--- config.mk ---
export PLATFORM = sky130hd
export DESIGN_NAME = wbc_rr_arbiter
export DESIGN_NICKNAME = d
export VERILOG_FILES = /design/src/rtl/wbc_rr_arbiter.sv
export SDC_FILE = /design/constraint.sdc
export NUM_CORES = 1
export LEC_CHECK = 0
export ABC_AREA = 1
export CAP_MARGIN = 20
export CORE_AREA = 2 2 209 211
export CTS_CLUSTER_SIZE = 12
export DETAILED_ROUTE_END_ITERATION = 7
export DIE_AREA = 0 0 211 213
export PLACE_DENSITY = 0.48
export RECOVER_POWER = 100
export SYNTH_ARGS = -nofsm -noshare
export SYNTH_HDL_FRONTEND = slang
export SYNTH_SLANG_ARGS = --single-unit
--- constraint.sdc ---
create_clock -name i_clk -period 5.7 [get_ports i_clk]
set_clock_uncertainty 0.15 [all_clocks]
set_input_delay 0.57 -clock i_clk [delete_from_list [all_inputs] [get_ports i_clk]]
set_output_delay 0.57 -clock i_clk [all_outputs]
set_load 0.005 [all_outputs]
--- src/rtl/wbc_rr_arbiter.sv ---
// Round-robin arbiter letting NM Wishbone classic masters share one slave port,
// with a slave-response watchdog that errors a stalled strobe back to its master.
module wbc_rr_arbiter #(
    parameter int NM      = 4,
    parameter int AW      = 32,
    parameter int DW      = 32,
    parameter int SW      = DW / 8,
    parameter int TIMEOUT = 255
) (
    input  logic             i_clk,
    input  logic             i_reset,
    input  logic [NM-1:0]    i_mcyc,
    input  logic [NM-1:0]    i_mstb,
    input  logic [NM-1:0]    i_mwe,
    input  logic [NM*AW-1:0] i_maddr,
    input  logic [NM*DW-1:0] i_mdata,
    input  logic [NM*SW-1:0] i_msel,
    output logic [NM-1:0]    o_mack,
    output logic [NM-1:0]    o_merr,
    output logic [NM*DW-1:0] o_mdata,
    output logic             o_scyc,
    output logic             o_sstb,
    output logic             o_swe,
    output logic [AW-1:0]    o_saddr,
    output logic [DW-1:0]    o_sdata,
    output logic [SW-1:0]    o_ssel,
    input  logic             i_sack,
    input  logic             i_serr,
    input  logic [DW-1:0]    i_sdata,
    output logic [NM-1:0]    o_grant
);

    localparam int LW = $clog2(NM);
    localparam int TW = $clog2(TIMEOUT + 1);
    localparam int CW = (TW > 16) ? TW : 16;
    localparam bit TO_EN = (TIMEOUT != 0);
    localparam logic [CW-1:0] TO_LIMIT  = CW'(TIMEOUT);
    localparam logic [CW-1:0] ONE_CW    = CW'(1);
    localparam logic [LW:0]   ONE_LW    = (LW+1)'(1);
    localparam logic [LW:0]   NM_LW     = (LW+1)'(NM);
    localparam logic [LW-1:0] LAST_INIT = LW'(NM - 1);
    localparam logic [NM-1:0] ONE_NM    = NM'(1);

    typedef enum logic [0:0] {
        IDLE    = 1'b0,
        GRANTED = 1'b1
    } state_t;

    state_t        state_r;
    logic [LW-1:0] last_grant_r;
    logic [CW-1:0] wait_cnt_r;
    logic          to_err_r;
    logic [LW-1:0] pick_s;
    logic          sstb_s;
    logic          stall_s;

    // First requester strictly after 'last', wrapping; rotating the doubled
    // request vector turns the circular search into a plain lowest-bit search.
    function automatic logic [LW-1:0] rr_pick(input logic [NM-1:0] req,
                                              input logic [LW-1:0] last);
        logic [NM-1:0] rot;
        logic [LW:0]   first;
        logic [LW:0]   sum;
        logic          found;
        rot   = NM'({req, req} >> ({1'b0, last} + ONE_LW));
        first = '0;
        found = 1'b0;
        for (int i = 0; i < NM; i++) begin
            if (!found && rot[i]) begin
                first = (LW+1)'(i);
                found = 1'b1;
            end
        end
        sum = {1'b0, last} + ONE_LW + first;
        if (sum >= NM_LW) begin
            sum = sum - NM_LW;
        end
        return sum[LW-1:0];
    endfunction

    assign pick_s  = rr_pick(i_mcyc, last_grant_r);
    assign sstb_s  = (state_r == GRANTED) & i_mstb[last_grant_r] & ~to_err_r;
    assign stall_s = sstb_s & ~i_sack & ~i_serr;

    // Grant FSM, registered one-hot grant and slave-response watchdog.
    always_ff @(posedge i_clk or posedge i_reset) begin
        if (i_reset) begin
            state_r      <= IDLE;
            o_grant      <= '0;
            last_grant_r <= LAST_INIT;
            wait_cnt_r   <= '0;
            to_err_r     <= 1'b0;
        end else begin
            case (state_r)
                IDLE: begin
                    wait_cnt_r <= '0;
                    to_err_r   <= 1'b0;
                    if (|i_mcyc) begin
                        state_r      <= GRANTED;
                        last_grant_r <= pick_s;
                        o_grant      <= ONE_NM << pick_s;
                    end else begin
                        state_r <= IDLE;
                        o_grant <= '0;
                    end
                end
                GRANTED: begin
                    if (!i_mcyc[last_grant_r]) begin
                        state_r    <= IDLE;
                        o_grant    <= '0;
                        wait_cnt_r <= '0;
                        to_err_r   <= 1'b0;
                    end else if (to_err_r) begin
                        to_err_r   <= 1'b0;
                        wait_cnt_r <= '0;
                    end else if (stall_s) begin
                        // A response in the limit cycle never reaches here, so it wins.
                        if (TO_EN && (wait_cnt_r == TO_LIMIT)) begin
                            to_err_r   <= 1'b1;
                            wait_cnt_r <= '0;
                        end else begin
                            wait_cnt_r <= wait_cnt_r + ONE_CW;
                        end
                    end else begin
                        wait_cnt_r <= '0;
                    end
                end
                default: begin
                    state_r    <= IDLE;
                    o_grant    <= '0;
                    wait_cnt_r <= '0;
                    to_err_r   <= 1'b0;
                end
            endcase
        end
    end

    // Combinational request/response routing between the grantee and the slave.
    always_comb begin
        o_scyc  = 1'b0;
        o_sstb  = 1'b0;
        o_swe   = 1'b0;
        o_saddr = '0;
        o_sdata = '0;
        o_ssel  = '0;
        o_mack  = '0;
        o_merr  = '0;
        o_mdata = '0;
        if (state_r == GRANTED) begin
            o_scyc  = i_mcyc[last_grant_r];
            o_sstb  = sstb_s;
            o_swe   = i_mwe[last_grant_r];
            o_saddr = i_maddr[last_grant_r*AW +: AW];
            o_sdata = i_mdata[last_grant_r*DW +: DW];
            o_ssel  = i_msel[last_grant_r*SW +: SW];
            o_mack[last_grant_r] = i_sack;
            // Timeout error is dropped if the master already abandoned the cycle.
            o_merr[last_grant_r] = i_serr | (to_err_r & i_mcyc[last_grant_r]);
            o_mdata[last_grant_r*DW +: DW] = i_sdata;
        end else begin
            o_scyc = 1'b0;
        end
    end

endmodule

# Word-level counts from Yosys, hierarchy flattened
# Cells that the tools add are included.
dict set report word_totals {
  in_bits 320
  register_bits 24
  wordCells 84
  output_inout_bits 211
}
dict set report classes {
  bitwise_logic 13
  eq_ne 2
  muxes 40
  n_reduce_logical 9
  shift 7
  n_lt_le_gt_ge 3
  addsub 5
}
# op count
set ops {}
lappend ops {{$shiftx 128x8->32} 2}
lappend ops {{$and 128x128->128} 1}
lappend ops {{$mux 128} 1}
lappend ops {{$shift 32x34->128 const A} 1}
lappend ops {{$shiftx 32x34->128} 1}
lappend ops {{$mux 16} 4}
lappend ops {{$mux 32} 2}
lappend ops {{$neg 7->34} 1}
lappend ops {{$pmux 16 s2} 1}
lappend ops {{$mux 4} 5}
lappend ops {{$mux 1} 17}
lappend ops {{$add 16x1->16 const B} 1}
lappend ops {{$eq 16x8->1 const B} 1}
lappend ops {{$shiftx 16x5->4} 1}
lappend ops {{$and 4x4->4} 2}
lappend ops {{$pmux 4 s2} 1}
lappend ops {{$shr 8x3->4} 1}
lappend ops {{$bmux 1 s2} 3}
lappend ops {{$mux 2} 3}
lappend ops {{$and 1x1->1} 5}
lappend ops {{$logic_and 1x1->1} 4}
lappend ops {{$not 1->1} 4}
lappend ops {{$pmux 1 s2} 2}
lappend ops {{$reduce_or 4->1} 1}
lappend ops {{other kinds (12)} 14}

# Depth between registers and ports, before layout
# Gate-level depths: netlist of run 1.
dict set report depth {
  ltp_word 18
  ltp_mapped 16
  depth_no_buf 14
}

# Worst setup path after synthesis of run 1
# Ideal clock, no wire load.
dict set report synth_timing {
  kind {flip-flop to output port}
  startpoint {register last_grant_r[0]}
  endpoint {output port o_mdata[66]}
  t_arrival_ns 2.243
  path_stages_with_launch 11
  slack_ns 2.737
  n_path_buf 5
  required_ns 4.980
  path_cell_list {dfstp_2 buf_6 inv_6 buf_6 clkbuf_1 ha_1 inv_1 or4_1 buf_2 buf_6 nor2_1}
}
dict set report synth_between {
  elab_chain_len 4
  word_cells_on_any_way 5
  cone_classes {add/sub (1); shift (2); mux (1); bitwise (1)}
}
# element line
set synth_rtl {}
lappend synth_rtl {{from (decl)} 50} ;# logic [LW-1:0] last_grant_r;
lappend synth_rtl {{from (signal assigned)} 100} ;# last_grant_r <= pick_s;
lappend synth_rtl {{$neg 7->34 (*)} 159} ;# o_mdata[last_grant_r*DW +: DW] = i_sdata;
lappend synth_rtl {{$shiftx 32x34->128 / $shift 32x34->128 (equally long branches)} 159}
lappend synth_rtl {{$and 128x128->128 (no line) (*)} -}
lappend synth_rtl {{$mux 128 (*)} 149} ;# if (state_r == GRANTED) begin
lappend synth_rtl {{to (decl)} 20} ;# output logic [NM*DW-1:0] o_mdata,
# Every way passes the cells marked *; elsewhere a longest branch is shown, timed or not.

# Worst setup path after layout of run 1
dict set report layout_timing {
  startpoint {register last_grant_r[0]}
  endpoint {output port o_saddr[14]}
}
dict set report layout_between {
  elab_chain_len 2
}
# element line
set layout_rtl {}
lappend layout_rtl {{$shiftx 128x8->32} 153} ;# o_saddr = i_maddr[last_grant_r*AW +: AW];
lappend layout_rtl {{$mux 32} 149}
lappend layout_rtl {{to (decl)} 24} ;# output logic [AW-1:0] o_saddr,
# No other way between the ends.

==> results.txt, run 1 <==
----------------------------------------------------
[Placed design]
  Worst slack at placement ... 1.575 ns
  Number of I/O port buffers ... 530
  Placer Congestion ... 0.8818
  Estimated wirelength of the detail-placed design ... 27,860 µm
  DP Area ... 10,520 µm²

[STA]
  Max Transition Viols Final ... 102
  Unrepaired setup endpoints after global routing ... false
  Max-Slew Margin vs Limit ... -22.36%
  Endpoints failing hold ... 0
  Slew of the pin with the lowest slew margin ... 1.835 ns
  Period utilization ... 83.52%
  Max Clk Rate ... 0.2100 GHz
  Final Critical Period ... 4.761 ns
  Setup tns final ... 0 ns
  Final worst-path setup slack ... 0.9391 ns
  Final setup violation count ... 0
  Tightest hold margin ... 0.3287 ns

[Final layout]
  Most frequent cells in the layout ... 414 x nor2_1, 327 x clkdlybuf4s50_1, 203 x dlygate4sd3_1, 141 x o21ai_0, 94 x nand2_1
  Most frequent standard cell in the layout excluding fill and tap cells ... nor2_1
  Share of the core filled with cells ... 24.84%
  Area occupied by multi-input gates ... 3555 µm²
  Layout overhead on the synthesized area ... 121.4%
  Post-layout nets ... 1,780
  Flip-flop and latch area ... 610.6 µm²
  Fin area ... 10,610 µm²
  Number of antenna diodes ... 0
  Fraction of final layout cells sized beyond drive strength 1 ... 1.584%
  Number of fill cells in the layout ... 4,793

[Drt]
  Number of vias per cell ... 4.037
  Number of vias in the routed layout ... 8,065
  DRC marker count from the first detailed-route iteration ... 481
  DR WL/cell ... 17.39 µm
  DR DRC count ... 0
  Drt pass-1 iters ... 5
  Antenna-violating nets left ... 0
  Wire length reported by the detailed router ... 34,740 µm

[Floorplan]
  Number of I/O pins ... 531
  Die X ... 211 µm
  Die area ... 44,940 µm²
  Core region area ... 42,700 µm²
  Number of rows in the core area ... 76
  Die Ht ... 213 µm
  Starting density of the core ... 11.22%

[Synthesis]
  Mapped Nets ... 1,306
  Count of state elements after synthesis ... 24
  Number of unique standard cell types used by synthesis ... 30
  Number of synthesized flops with an enable pin ... 0
  Share of synthesized registers carrying an async set or reset ... 100.0%
  Mean Syn Cell Area ... 4.894 µm²
  Yosys warnings ... 0
  Sequential share of the synthesized area ... 12.59%
  Dominant synthesized flop cell ... dfrtp_1
  Cell area after synthesis ... 4791 µm²
  Post-Syn Instances ... 979

[Global routing]
  Largest net degree at the start of global routing ... 102
  GRT met3 Usage ... 2.059%
  Initial antenna violation count ... 1
  Total overflow reported by the global router ... 0
  Global routing usage on met1 ... 17.75%
  GRT met2 Usage ... 25.19%
  Number of global-route vias before repair ... 7,657
  Global-route wire length before repair ... 48,070 µm
  GRT Max-Usage Layer ... met2
  Global-route usage over all layers ... 13.89%

[Worst setup path]
  FF-to-FF setup slack ... 2.59 ns
  Endpoint required time on the critical path ... 4.98 ns
  Worst reg2reg path startpoint ... last_grant_r[1]$_DFFE_PP1P_
  R2r endpoint ... o_grant[1]$_DFFE_PP0N_
  R2R cell count ... 14
  Type of the setup path with the least slack ... flop to primary output
  Top delay family on crit path ... buffers and inverters
  Arrival time reported for the critical path endpoint ... 4.04 ns
  Critical Path, Cell by Cell ... inv_6 -> clkbuf_2 -> o21ai_0 -> a21oi_1 -> dlygate4sd3_1
  WP depth ... 5
  CP endpoint kind ... primary output
  Slowest CP cell ... clkbuf_2
  Kind of start point of the critical path ... flop
  Critical Path Max Stage Delay ... 1.34 ns
  Crit path buffers/inverters ... 3
  CP Max Fanout ... 101

[Hold path]
  Hold path startpoint ... o_grant[0]$_DFFE_PP0N_
  Hold Crit Class ... flop to flop
  Endpoint of the worst hold path ... o_grant[0]$_DFFE_PP0N_
  Hold path depth ... 2

[Run status]
  Violated checks ... capacitance limit, slew limit
  Outcome ... finished with violations

[Clock tree]
  CTS clock-pin slew for the worst setup and hold paths ... 0.07 ns
  CTS Root Buffer Type ... clkbuf_16
  Setup Buffers After CTS ... 0
  Bufs on Longest Clock Path ... 2
  Cts hold-fix bufs ... 0
  PostCTS Resize Cnt ... 0
  Cts bufs inserted ... 3
  H-tree lvl count ... 1
  Total clock sinks ... 24
  CTS tree ... done
  Clock latency reported for the late side of the worst-skew pair ... 0.26 ns

[Power and ir drop]
  VDD IR-drop max ... 0.2128 mV
  PD cells ... 330.3 nW/µm²
  Total leakage power ... 4.615 nW

[Flow run]
  MaxCap Viol Count ... 2

----------------------------------------------------
-- report_power, final --
| part | internal, mW | switching (mW) | leakage (nW) |
|---|---|---|---|
| Sequential | 0.203 | 0.0655 | 0.324 |
| Combinational | 1.29 | 1.74 | 4.24 |
| Clock | 0.140 | 0.0650 | 0.0511 |
| Total | 1.63 | 1.87 | 4.62 |
-- Yosys cell counts (2+ instances only) --
cell	instances	area share, %
buf_4	4	0.63
a21oi_1	71	7.4
buf_6	7	1.6
buf_2	16	1.7
nor3_1	41	4.3
nand4_1	2	0.26
o21ai_0	141	15
dfstp_2	2	1.1
clkbuf_1	31	2.4
nand3_2	3	0.63
buf_1	16	1.3
nor2_1	414	32
xnor2_1	3	0.55
xor2_1	6	1.1
inv_1	63	4.9
ha_1	7	1.8
nand2_1	94	7.4
nand3_1	24	2.5
dfrtp_1	22	11
nand3b_1	2	0.31
-- logic make-up after synthesis --
kind of cell	count (synthesis)	synth area share (%)
xor gates and xnor gates	9	1.645
and+or+nand+nor	585	48.55
DFF	24	12.59
buffers and inverters	140	12.90
AOI/OAI and AO/OA	214	22.49
adders and majority gates	7	1.828
-- worst min-delay path, delay by kind of cell, from the launching register on --
kind             cells  cell delay [ns]
AND/OR/NAND/NOR      2             0.10
flip-flops           1             0.34
-- area by class of cell --
cell class | count | share of cell area [%]
repair buffers | 543 | 50.91
multi-input cells | 815 | 33.52
well taps | 546 | 6.442
flip-flops and latches | 24 | 5.757
inverters | 66 | 2.383
clock buffers | 3 | 0.7079
clock inverters | 1 | 0.2832
-- registers in the layout, summed over array words and instances, names as in the netlist --
register / cells
to_err_r: 1
last_grant_r: 2
wait_cnt_r: 16
state_r: 1
o_grant: 4
-- per-stage QoR --
| stage | power [mW] | std cells |
|---|---|---|
| 2_1_floorplan | 1.876 | 979 |
| 3_3_place_gp | 3.476 | 1991 |
| 3_5_place_dp | 3.500 | 1992 |
| 4_1_cts | 3.718 | 1996 |
| 5_1_grt | 3.854 | 1998 |
| 6_report | 3.503 | 1998 |
-- metal layers --
layer	vias up	part of all wire, %
li1	4056	-
met1	3683	42
met4	2	1.3
met3	24	6.3
met5	-	0.029
met2	300	50
-- worst max-delay path by stage --
stage | slack [ns] | to | startpoint
after floorplan | 2.74 | o_mdata[66] | last_grant_r[0]$_DFFE_PP1P_
after global placement | 1.65 | o_mdata[92] | last_grant_r[0]$_DFFE_PP1P_
after detailed placement | 1.57 | o_mdata[92] | last_grant_r[0]$_DFFE_PP1P_
after CTS | 1.29 | o_mdata[69] | last_grant_r[0]$_DFFE_PP1P_
after global routing | 0.52 | o_ssel[1] | last_grant_r[0]$_DFFE_PP1P_
final | 0.94 | o_saddr[14] | last_grant_r[0]$_DFFE_PP1P_
Note: power is estimated with default switching activity, not from simulation.
==> run 2, diff against run 1 <==
- CORE_AREA: 2 2 209 211 -> 2 2 204 206
- DIE_AREA: 0 0 211 213 -> 0 0 206 208
- PLACE_DENSITY: 0.48 -> 0.49
- clock period: 5.7 -> 4.7 ns (I/O delays scaled with it)
==> run 2 against run 1 <==
  * The flow now finishes without violations
  * Register-to-register slack lost 1.2 ns
  * Power up 22%
  * Global-route usage is 1.6 points higher
  * Worst setup slack got worse by 0.44 ns
  * First-iteration DRC count up 21%
  * Non-clock buffer count stayed put
  * Clock power is essentially flat
  * Core utilization up 1.3 points
  * Critical path depth grew 2
  * Count of clock-buffer cells in the layout increased by 1
==> results.txt, run 2 (same netlist as run 1, synthesis figures left out) <==
----------------------------------------------------
[Power and ir drop]
  VDD IR-drop max ... 0.1755 mV (-18%)
  PD cells ... 404.2 nW/µm² (+22%)
  Design Power ... 4.289 mW (+22%)
  Total leakage power ... 4.618 nW (about the same)

[STA]
  Unrepaired setup endpoints after global routing ... false
  Final Critical Period ... 4.203 ns
  Max Transition Viols Final ... 0 (-100%)
  Setup tns final ... 0 ns (unchanged)
  Slew of the pin with the lowest slew margin ... 0.9282 ns (-0.9072 ns)
  Final setup violation count ... 0 (unchanged)
  Max Clk Rate ... 0.2379 GHz
  Max-Slew Margin vs Limit ... 38.05% (+60 points)
  Endpoints failing hold ... 0 (unchanged)
  Period utilization ... 89.42%

[Drt]
  DR DRC count ... 0 (unchanged)
  Number of vias per cell ... 4.106 (+1.7%)
  Wire length reported by the detailed router ... 36,070 µm (+3.8%)
  Antenna-violating nets left ... 0 (unchanged)
  Number of vias in the routed layout ... 8,166 (+1.3%)
  DR WL/cell ... 18.14 µm (+4.3%)
  DRC marker count from the first detailed-route iteration ... 580 (+21%)
  Drt pass-1 iters ... 5 (unchanged)

[Global routing]
  Global-route wire length before repair ... 50,700 µm (+5.5%)
  Number of global-route vias before repair ... 7,828 (+2.2%)
  Total overflow reported by the global router ... 0 (unchanged)
  Largest net degree at the start of global routing ... 80 (-22%)
  Initial antenna violation count ... 8 (+7)
  Global-route usage over all layers ... 15.46% (+1.6 points)

[Worst setup path]
  CP endpoint kind ... primary output
  Endpoint required time on the critical path ... 4.08 ns (-0.90 ns)
  R2R cell count ... 14 (unchanged)
  Kind of start point of the critical path ... flop
  Crit path buffers/inverters ... 4 (+1)
  CP Max Fanout ... 34 (-66%)
  WP depth ... 7 (+2)
  Slowest CP cell ... dfstp_4
  Type of the setup path with the least slack ... flop to primary output
  Top delay family on crit path ... buffers and inverters
  Critical Path Max Stage Delay ... 0.84 ns (-0.50 ns)
  Arrival time reported for the critical path endpoint ... 3.58 ns (-0.46 ns)
  Critical Path, Cell by Cell ... clkinvlp_2 -> buf_4 -> ha_1 -> or4_1 -> buf_16 -> nor2_1 -> dlygate4sd3_1

[Final layout]
  Share of the core filled with cells ... 26.17% (+1.3 points)
  Flip-flop and latch area ... 606.8 µm² (-0.61%)
  Registers with the highest flip-flop counts ... wait_cnt_r x16, o_grant x4, last_grant_r x2
  Top register by number of flip-flops ... wait_cnt_r
  Area occupied by multi-input gates ... 3555 µm² (unchanged)
  Number of flip-flops in the largest register ... 16 (unchanged)
  Fraction of final layout cells sized beyond drive strength 1 ... 1.722% (+0.14 points)
  Layout overhead on the synthesized area ... 121.5% (about the same)
  Most frequent standard cell in the layout excluding fill and tap cells ... nor2_1
  Most frequent cells in the layout ... 414 x nor2_1, 326 x clkdlybuf4s50_1, 204 x dlygate4sd3_1, 141 x o21ai_0, 94 x nand2_1
  Number of fill cells in the layout ... 4,594 (-4.2%)
  Fin area ... 10,610 µm² (about the same)
  Post-layout nets ... 1,780 (unchanged)

[Floorplan]
  Number of rows in the core area ... 74 (-2.6%)
  Number of I/O pins ... 531 (unchanged)
  Die area ... 42,850 µm² (-4.7%)
  Core region area ... 40,550 µm² (-5.0%)
  Die X ... 206 µm (-2.4%)
  Die Ht ... 208 µm (-2.3%)
  Starting density of the core ... 11.81% (+0.59 points)

[Flow run]
  MaxCap Viol Count ... 0 (-2)

[Placed design]
  DP Area ... 10,510 µm² (about the same)
  Estimated wirelength of the detail-placed design ... 29,080 µm (+4.4%)
  Placer Congestion ... 0.9221 (+4.6%)
  Number of I/O port buffers ... 530 (unchanged)

[Hold path]
  Hold path depth ... 1 (-1)
  Hold Crit Class ... flop to flop

[Clock tree]
  CTS clock-pin slew for the worst setup and hold paths ... 0.06 ns (about the same)
  Bufs on Longest Clock Path ... 2 (unchanged)
  Cts hold-fix bufs ... 0 (unchanged)
  Cts bufs inserted ... 3 (unchanged)
  Setup Buffers After CTS ... 0 (unchanged)
  H-tree lvl count ... 1 (unchanged)
  CTS Root Buffer Type ... clkbuf_16
  Total clock sinks ... 24 (unchanged)
  CTS tree ... done
  PostCTS Resize Cnt ... 0 (unchanged)
  Clock latency reported for the late side of the worst-skew pair ... 0.26 ns (about the same)

[Run status]
  Outcome ... completed

----------------------------------------------------
==> run 2: changes by cell type in the layout (fill, tap and decap cells not counted) <==
| cell | delta |
|---|---|
| buf_16 | +1 |
| buf_4 | +2 |
| bufinv_16 | -1 |
| clkbuf_1 | -2 |
| clkbuf_2 | -1 |
| clkbuf_8 | +1 |
| clkdlybuf4s50_1 | -1 |
| clkinvlp_2 | +1 |
| dfstp_1 | +1 |
| dfstp_4 | -1 |
| diode_2 | +5 |
| dlygate4sd3_1 | +1 |
| inv_1 | -1 |
==> run 2: power by group <==
group,switching [mW],leakage (nW),internal [mW]
sequential,0.0704,0.323,0.242
clock,0.0752,0.0442,0.130
combinational,2.21,4.25,1.56
==> run 2: path summary, 6_finish.rpt <==
| check | startpoint | end | slack [ns] |
|---|---|---|---|
| worst max register to register | last_grant_r[1]$_DFFE_PP1P_ | o_grant[1]$_DFFE_PP0N_ | 1.42 |
| max in group asynchronous | i_reset | to_err_r$_DFF_PP0_ | 3.12 |
| worst max-delay path | last_grant_r[1]$_DFFE_PP1P_ | o_mdata[91] | 0.50 |
| min in group asynchronous | i_reset | o_grant[1]$_DFFE_PP0N_ | 0.71 |
| worst min register to register | wait_cnt_r[0]$_DFF_PP0_ | wait_cnt_r[0]$_DFF_PP0_ | 0.33 |
| worst min-delay path | wait_cnt_r[0]$_DFF_PP0_ | wait_cnt_r[0]$_DFF_PP0_ | 0.33 |
==> run 2: routing by layer <==
layer / part of all wire [%] / GRT usage (%)
met5: 0.10 / 0
met4: 1.5 / 2.906
met1: 40 / 18.61
met2: 51 / 28.25
met3: 8.0 / 3.039
==> run 2: worst register-to-register path: stages, from the launching register on <==
cell,delay (ns)
dfstp_4,0.59
clkinvlp_2,0.15
buf_4,0.40
buf_4,0.56
nand3_1,0.31
nand3_1,0.16
nand2_1,0.06
nand2_1,0.06
ha_1,0.15
xor2_1,0.19
inv_1,0.06
nand3_1,0.14
nand2_1,0.09
nand2_1,0.08
nand2_1,0.05
==> run 2: cell type report <==
class | count | area share [%]
Timing Repair Buffer | 543 | 51.16
Multi-Input combinational cell | 815 | 33.50
Tap cell | 532 | 6.273
Sequential cell | 24 | 5.719
Inverter | 66 | 2.394
Clock buffer | 4 | 0.8372
Antenna cell | 5 | 0.1179
==> run 2: through the flow <==
step / std cells / setup slack [ns] / hold WS (ns)
after floorplan: 979 / 1.837 / 0.3002
after global placement: 1979 / 0.7531 / 0.3277
after detailed placement: 1979 / 0.6889 / 0.3247
after CTS: 1983 / 0.4058 / 0.3367
after global routing: 1988 / 0.2464 / 0.3676
final: 1989 / 0.4971 / 0.3309
